===== config.mk =====
export PLATFORM = sky130hd
export DESIGN_NAME = div_unit
export DESIGN_NICKNAME = d
export VERILOG_FILES = /design/src/rtl/div_unit_pkg.sv /design/src/rtl/div_step.sv /design/src/rtl/div_unit.sv
export SDC_FILE = /design/constraint.sdc
export NUM_CORES = 1
export LEC_CHECK = 0
export CORE_MARGIN = 2
export CORE_UTILIZATION = 53
export CTS_BUF_LIST = sky130_fd_sc_hd__clkbuf_8
export CTS_CLUSTER_DIAMETER = 150
export DETAILED_ROUTE_END_ITERATION = 8
export PLACE_DENSITY = 0.79
export SLEW_MARGIN = 10
export SYNTH_ARGS = -nofsm -noshare
export SYNTH_HDL_FRONTEND = slang
export SYNTH_SLANG_ARGS = --single-unit

===== constraint.sdc =====
create_clock -name clk -period 14.78 [get_ports clk]
set_clock_uncertainty 0.05 [all_clocks]
set_input_delay 4.434 -clock clk [delete_from_list [all_inputs] [get_ports clk]]
set_output_delay 4.434 -clock clk [all_outputs]
set_load 0.005 [all_outputs]

===== src/rtl/div_unit_pkg.sv =====
// Shared execute-stage control codes and divider state encodings.
// Imported by the divider and its datapath step.
package div_unit_pkg;

   localparam logic [3:0] ALU_ADD_CONTROL = 4'b0010;
   localparam logic [3:0] ALU_SUB_CONTROL = 4'b0110;
   localparam logic [3:0] DIV_CONTROL     = 4'b1010;
   localparam logic [3:0] DIVU_CONTROL    = 4'b1011;

   typedef enum logic [1:0] {
      DIV_IDLE = 2'd0,
      DIV_BUSY = 2'd1,
      DIV_DONE = 2'd2
   } div_state_e;

   function automatic logic is_signed_div(input logic [3:0] ctrl);
      return ctrl == DIV_CONTROL;
   endfunction

endpackage


===== src/rtl/div_step.sv =====
// One radix-2 restoring division iteration.
// Purely combinational; the caller registers rem/quo each clock.
module div_step
   import div_unit_pkg::*;
#(
   parameter int WIDTH = 32
) (
   input  logic [WIDTH-1:0] rem,
   input  logic [WIDTH-1:0] quo,
   input  logic [WIDTH-1:0] dvs,
   output logic [WIDTH-1:0] rem_nx,
   output logic [WIDTH-1:0] quo_nx
);

   logic [WIDTH:0] trial;
   logic [WIDTH:0] diff;
   logic           borrow;

   // rem < dvs holds between steps, so WIDTH+1 bits are enough
   always_comb begin
      trial  = {rem, quo[WIDTH-1]};
      diff   = trial - {1'b0, dvs};
      borrow = diff[WIDTH];
      rem_nx = borrow ? trial[WIDTH-1:0] : diff[WIDTH-1:0];
      quo_nx = {quo[WIDTH-2:0], ~borrow};
   end

endmodule


===== src/rtl/div_unit.sv =====
// Multi-cycle DIV/DIVU unit beside the execute-stage ALU.
// Quotient goes to LO, remainder to HI; one quotient bit per clock.
module div_unit
   import div_unit_pkg::*;
#(
   parameter int WIDTH = 32
) (
   input  logic             clk,
   input  logic             rst,
   input  logic             start,
   input  logic             signed_div,
   input  logic [WIDTH-1:0] dividend,
   input  logic [WIDTH-1:0] divisor,
   input  logic             cancel,
   output logic             busy,
   output logic             result_valid,
   output logic [WIDTH-1:0] quotient,
   output logic [WIDTH-1:0] remainder
);

   localparam int CW = $clog2(WIDTH + 1);
   localparam logic [CW-1:0] LAST = CW'(WIDTH - 1);

   div_state_e       state;
   logic [CW-1:0]    cnt;
   logic [WIDTH-1:0] rem;
   logic [WIDTH-1:0] quo;
   logic [WIDTH-1:0] dvs;
   logic             q_neg;
   logic             r_neg;
   logic [WIDTH-1:0] rem_nx;
   logic [WIDTH-1:0] quo_nx;
   logic             a_neg;
   logic             b_neg;

   assign busy  = (state != DIV_IDLE);
   assign a_neg = signed_div & dividend[WIDTH-1];
   assign b_neg = signed_div & divisor[WIDTH-1];

   div_step #(.WIDTH(WIDTH)) u_step (
      .rem    (rem),
      .quo    (quo),
      .dvs    (dvs),
      .rem_nx (rem_nx),
      .quo_nx (quo_nx)
   );

   always_ff @(posedge clk) begin
      if (rst) begin
         state        <= DIV_IDLE;
         cnt          <= '0;
         rem          <= '0;
         quo          <= '0;
         dvs          <= '0;
         q_neg        <= 1'b0;
         r_neg        <= 1'b0;
         result_valid <= 1'b0;
         quotient     <= '0;
         remainder    <= '0;
      end else begin
         result_valid <= 1'b0;
         unique case (state)
            DIV_IDLE: begin
               if (start && !cancel) begin
                  if (divisor == '0) begin
                     quotient     <= '1;
                     remainder    <= dividend;
                     result_valid <= 1'b1;
                     state        <= DIV_DONE;
                  end else begin
                     quo   <= a_neg ? -dividend : dividend;
                     dvs   <= b_neg ? -divisor : divisor;
                     q_neg <= a_neg ^ b_neg;
                     r_neg <= a_neg;
                     rem   <= '0;
                     cnt   <= '0;
                     state <= DIV_BUSY;
                  end
               end
            end
            DIV_BUSY: begin
               if (cancel) begin
                  state <= DIV_IDLE;
               end else begin
                  rem <= rem_nx;
                  quo <= quo_nx;
                  cnt <= cnt + 1'b1;
                  // Last step: publish sign-fixed results
                  if (cnt == LAST) begin
                     quotient     <= q_neg ? -quo_nx : quo_nx;
                     remainder    <= r_neg ? -rem_nx : rem_nx;
                     result_valid <= 1'b1;
                     state        <= DIV_DONE;
                  end
               end
            end
            DIV_DONE: begin
               state <= DIV_IDLE;
            end
            default: begin
               state <= DIV_IDLE;
            end
         endcase
      end
   end

endmodule


# Word-level counts from Yosys, hierarchy flattened
# Index checks and enable logic that the tools add are counted.
word_totals:
  regBits: 171
classes:
  addsub: 6
  n_bitwise: 5
  eq_ne: 8
  muxes: 37
  reduce_logical: 10
ops:
  columns: ["operator", "n"]
  rows:
  - ["$mux W32", 19]
  - ["$pmux W32 S2", 4]
  - ["$neg A32 Y32", 4]
  - ["$sub A33 B32 Y33", 1]
  - ["$logic_not A32 Y1", 1]
  - ["$mux W6", 3]
  - ["$pmux W6 S2", 1]
  - ["$ne A2 B2 Y1 const B", 5]
  - ["$mux W2", 4]
  - ["$add A6 B1 Y6 const B", 1]
  - ["$eq A6 B5 Y1 const B", 1]
  - ["$reduce_and A5 Y1", 1]
  - ["$mux W1", 4]
  - ["$pmux W2 S2", 1]
  - ["$reduce_and A4 Y1", 1]
  - ["$reduce_bool A2 Y1", 2]
  - ["$ne A3 B3 Y1 const B", 1]
  - ["$reduce_and A3 Y1", 1]
  - ["$and A1 B1 Y1", 2]
  - ["$eq A2 B1 Y1 const B", 1]
  - ["$logic_not A2 Y1", 1]
  - ["$not A1 Y1", 2]
  - ["$pmux W1 S2", 1]
  - ["$reduce_and A2 Y1", 1]
  - ["other kinds (3)", 3]

# Longest topological paths before layout
logic_depth:
  ltp_word: 7
  depth_mapped: 24

# Cells and area by module
# Synthesis repeated with hierarchy kept, for this count alone.
hier_totals:
  cells_unflattened: 1535
  hier_area_um2: 11867.6
modules_own_cells:
  columns: ["mod", "cells_per_inst", "instances", "seq_area_each_um2", "area_each_um2"]
  rows:
  - ["div_unit", 1193, 1, 3423.3, 9379.0]
  - ["div_step", 342, 1, 0.0, 2488.6]

# Worst setup path after synthesis
# Ideal clock, no wire load.
synth_path:
  path_type: "input to register"
  startpoint: "in divisor[0]"
  endpoint: "reg remainder[30]"
  t_arrival_ns: 7.884
  required_ns: 14.667
  cell_stages: 12
  setup_ns: 0.063
  slack_ns: 6.784
  n_path_buf: 0
  cell_sequence: "inv_1 > ha_1 > or4b_4 > nor4_4 > nand4b_1 > or3_1 > or4_4 > or3b_4 > a211oi_4 > nand3_2 > or4b_1 > nand3_1"
synth_via:
  elab_chain_cells: 3
synth_lines:
  columns: ["element", "line", "text"]
  rows:
  - ["start, declared", "div_unit.sv:13", "input logic [WIDTH-1:0] divisor,"]
  - ["$logic_not A32 Y1", "div_unit.sv:65", "if (divisor == '0) begin"]
  - ["$ne A2 B2 Y1 (no source line)", null, null]
  - ["$reduce_and A5 Y1 (no source line)", null, null]
  - ["end signal, assigned", "div_unit.sv:67", "remainder <= dividend;"]
  - ["end signal, assigned", "div_unit.sv:91", "remainder <= r_neg ? -rem_nx : rem_nx;"]
  - ["end, declared", "div_unit.sv:18", "output logic [WIDTH-1:0] remainder"]
# Every way passes these cells.
# A chain may end at the register's enable or synchronous reset.

# Worst setup path in the final report
# Same ends and word-level chain as after synthesis.

==> run metrics <==
Adder-Cell Fraction of Synth Area=4.041%; Post-Place Cells=1938; clock-pin slew on the worst setup and hold paths=0.10 ns; crit start category=primary input; failing checks=DRC; crit path max-delay cell type=buf_4; syn nets=1723; GRT Residual Overflow=0; Tot Pwr=1.076 mW; Slew Limit Headroom=26.58%; post-synthesis mux area share=1.372%; post-CTS setup buffers=0; cell accounting for the most synthesized area=dfxtp_1; CTS H-Tree Depth=4; fin. max-slew vios=0; Leak Pwr=5.108 nW; Hold WS=0.4083 ns; PortBufs=134; Setup WS pre-CTS=5.241 ns; Max-Cap Viols=0; shortest period the worst path allows=9.069 ns; Area growth syn-to-layout=14.83%; Rows=54; share of layout cells above drive strength 1=4.263%; R2R Setup Slk=7.83 ns; hpwl dp=24420 µm; HP Class=flip-flop to flip-flop; Global Route Usage Sum=27.40%; power density over the cells=78.40 nW/µm²; largest family of logic cells by synthesized area=compound AO/OA/AOI/OAI gates; FF+latch count, synth=171; starting density of the core=54.42%; Slew @ Worst Pin=1.100 ns; CP Cell Sequence=clkdlybuf4s50_1 -> inv_1 -> ha_1 -> or4b_4 -> nor4_4 -> nand4b_1 -> or3_1 -> or4_4 -> or3b_4 -> a211oi_4 -> buf_4 -> nand3_2 -> or4b_1 -> nand3_1; Yosys top cell area share=28.65%; count of non-filler cells in the finished layout=1969; post-synth cell types=77; Post-synth EDFFs=0; global-route wire length before repair=53900 µm; Worst-Skew Late Latency=0.47 ns; xor/xnor share of the synthesized area=9.528%; ant diodes=0; core area=21960 µm²; WP data arrival=9.44 ns; Mapped Area=11950 µm²; I/O Pins=135; IR drop worst, VDD=0.04433 mV; routed via count=12127; Crit Path Max Fanout=89; ys flop type=dfxtp_1; status=finished with violations; Synth Area in Compound Gates=27.83%; critical path type=primary input to flip-flop; sequential element share of the synthesized area=28.65%; Num CTS Buffers=17; vias in the first global route=10750; Post-Synth Simple-Gate Area=23.30%; Final Hold Fails=0; Synth Instances=1616; Die X=154.2 µm; post-cts resize count=0; total die area=23770 µm²; top cells by count, synth=nor2_1 (194), nand2_1 (186), dfxtp_1 (171), a21oi_1 (136), o21ai_0 (96); async set-reset flop share out of synthesis=0%; worst endpoint required time=15.15 ns; Routed WL=33310 µm; final setup vio count=0; synth warn=0; routability cong.=0.8979; Syn Area/Cell=7.395 µm²; Avg WL per Cell=16.92 µm; CTS tree=yes; Setup crit end kind=flip-flop; most common cell in the netlist=nor2_1; drt pass-1 iters=8; root buffer cell=clkbuf_8; Setup WS post-layout=5.711 ns; DRT antenna net count=0; Clock Path Buffers=2; Clock Sinks=171; CP peak stage delay=0.70 ns; antenna violations before repair=0; # hold bufs at CTS=0; Nets=1784; Synth area leaders=dfxtp_1 (29%), nor2_1 (6.1%), nand2_1 (5.8%); Vias/cell=6.159; 1st-iter DRT viols=1070; FMAX=0.1103 GHz; DRC violations left=1; setup TNS=0 ns; fin crit share=61.36%; pin count of the biggest net entering global routing=100; RSZ-0062 raised after global routing=no; Die H=154.2 µm; # fillers=2016
[placed cells by master, fill, tap and decap left out, types with 4 or more instances in the layout]
master	Yosys	layout
a211oi_1	68	68
and2_1	12	12
nor3_1	41	40
clkdlybuf4s50_1	0	133
buf_4	0	15
inv_6	0	5
a211o_1	5	5
a31oi_1	9	9
xnor2_1	58	58
nor2b_1	5	4
nand3_1	30	30
o21a_1	4	4
and3_1	12	12
nand2_1	186	185
a22oi_1	23	23
or3_1	26	25
o211a_1	9	9
a21oi_1	136	136
ha_1	37	37
clkinvlp_4	0	7
a21o_1	15	15
o21ai_0	96	96
dfxtp_1	171	171
a311oi_1	21	21
nand4_1	16	16
nor4_1	22	22
o211ai_1	35	35
inv_1	56	56
a221oi_1	6	6
clkbuf_8	0	17
a2111oi_0	5	5
xor2_1	72	72
nand2b_1	12	11
mux2i_1	13	13
o41ai_1	14	14
o31ai_1	24	24
nor2_1	194	192
or4_1	12	12
[state kept, by name, summed over array words and instances, names as in the netlist]
name	count
cnt	6
dvs	32
q_neg	1
quo	32
quotient	32
r_neg	1
rem	32
remainder	32
result_valid	1
state	2
[layout make-up]
cell class,instances,area [µm²],area share [%]
multi-input combinational,1282,7919,57.71
sequential,171,3423,24.95
timing repair buffer,148,1444,10.52
tap,280,350.3,2.553
clock buffer,17,234.0,1.705
inverter,57,214.0,1.559
clock inverter,14,137.6,1.003
[worst max-delay path: cells and delay by family]
kind | cells | cell delay (ns)
buf+inv | 3 | 1.27
compound gates | 1 | 0.23
fa+ha+maj | 1 | 0.19
simple gates | 9 | 3.29
[through the flow]
stage / instance area (µm²) / util, %
4_1_cts: 13720 / 62.49
6_report: 13720 / 62.49
2_1_floorplan: 11950 / -
3_3_place_gp: 13350 / 60.80
3_5_place_dp: 13350 / 60.80
5_1_grt: 13720 / 62.49
[layer usage]
layer	vias to the layer above	part of all wire (%)	GRT usage, %
li1	6002	-	-
met1	5618	45	36.75
met2	469	47	46.32
met3	38	6.8	4.200
met4	0	1.2	6.676
met5	-	0	0
[path summary, 6_finish.rpt]
| path | endpoint | from | cells after the start |
|---|---|---|---|
| hold / removal | dvs[31] | dvs[31] | 2 |
| setup reg to reg | remainder[30] | quo[31] | 21 |
| setup / recovery | remainder[30] | divisor[0] | 14 |
| hold reg to reg | dvs[31] | dvs[31] | 2 |
[cells by family after synthesis]
family,Yosys count
compound gates,502
xor+xnor,130
fa+ha+maj,38
buf+inv,163
flops,171
mux,16
simple gates,596
[power by group]
group / switching, mW / leakage, nW / internal (mW)
clock network: 0.190 / 0.166 / 0.136
registers: 0.0121 / 1.39 / 0.475
logic: 0.165 / 3.55 / 0.0977
No activity file was read; power rests on OpenSTA's default activity.
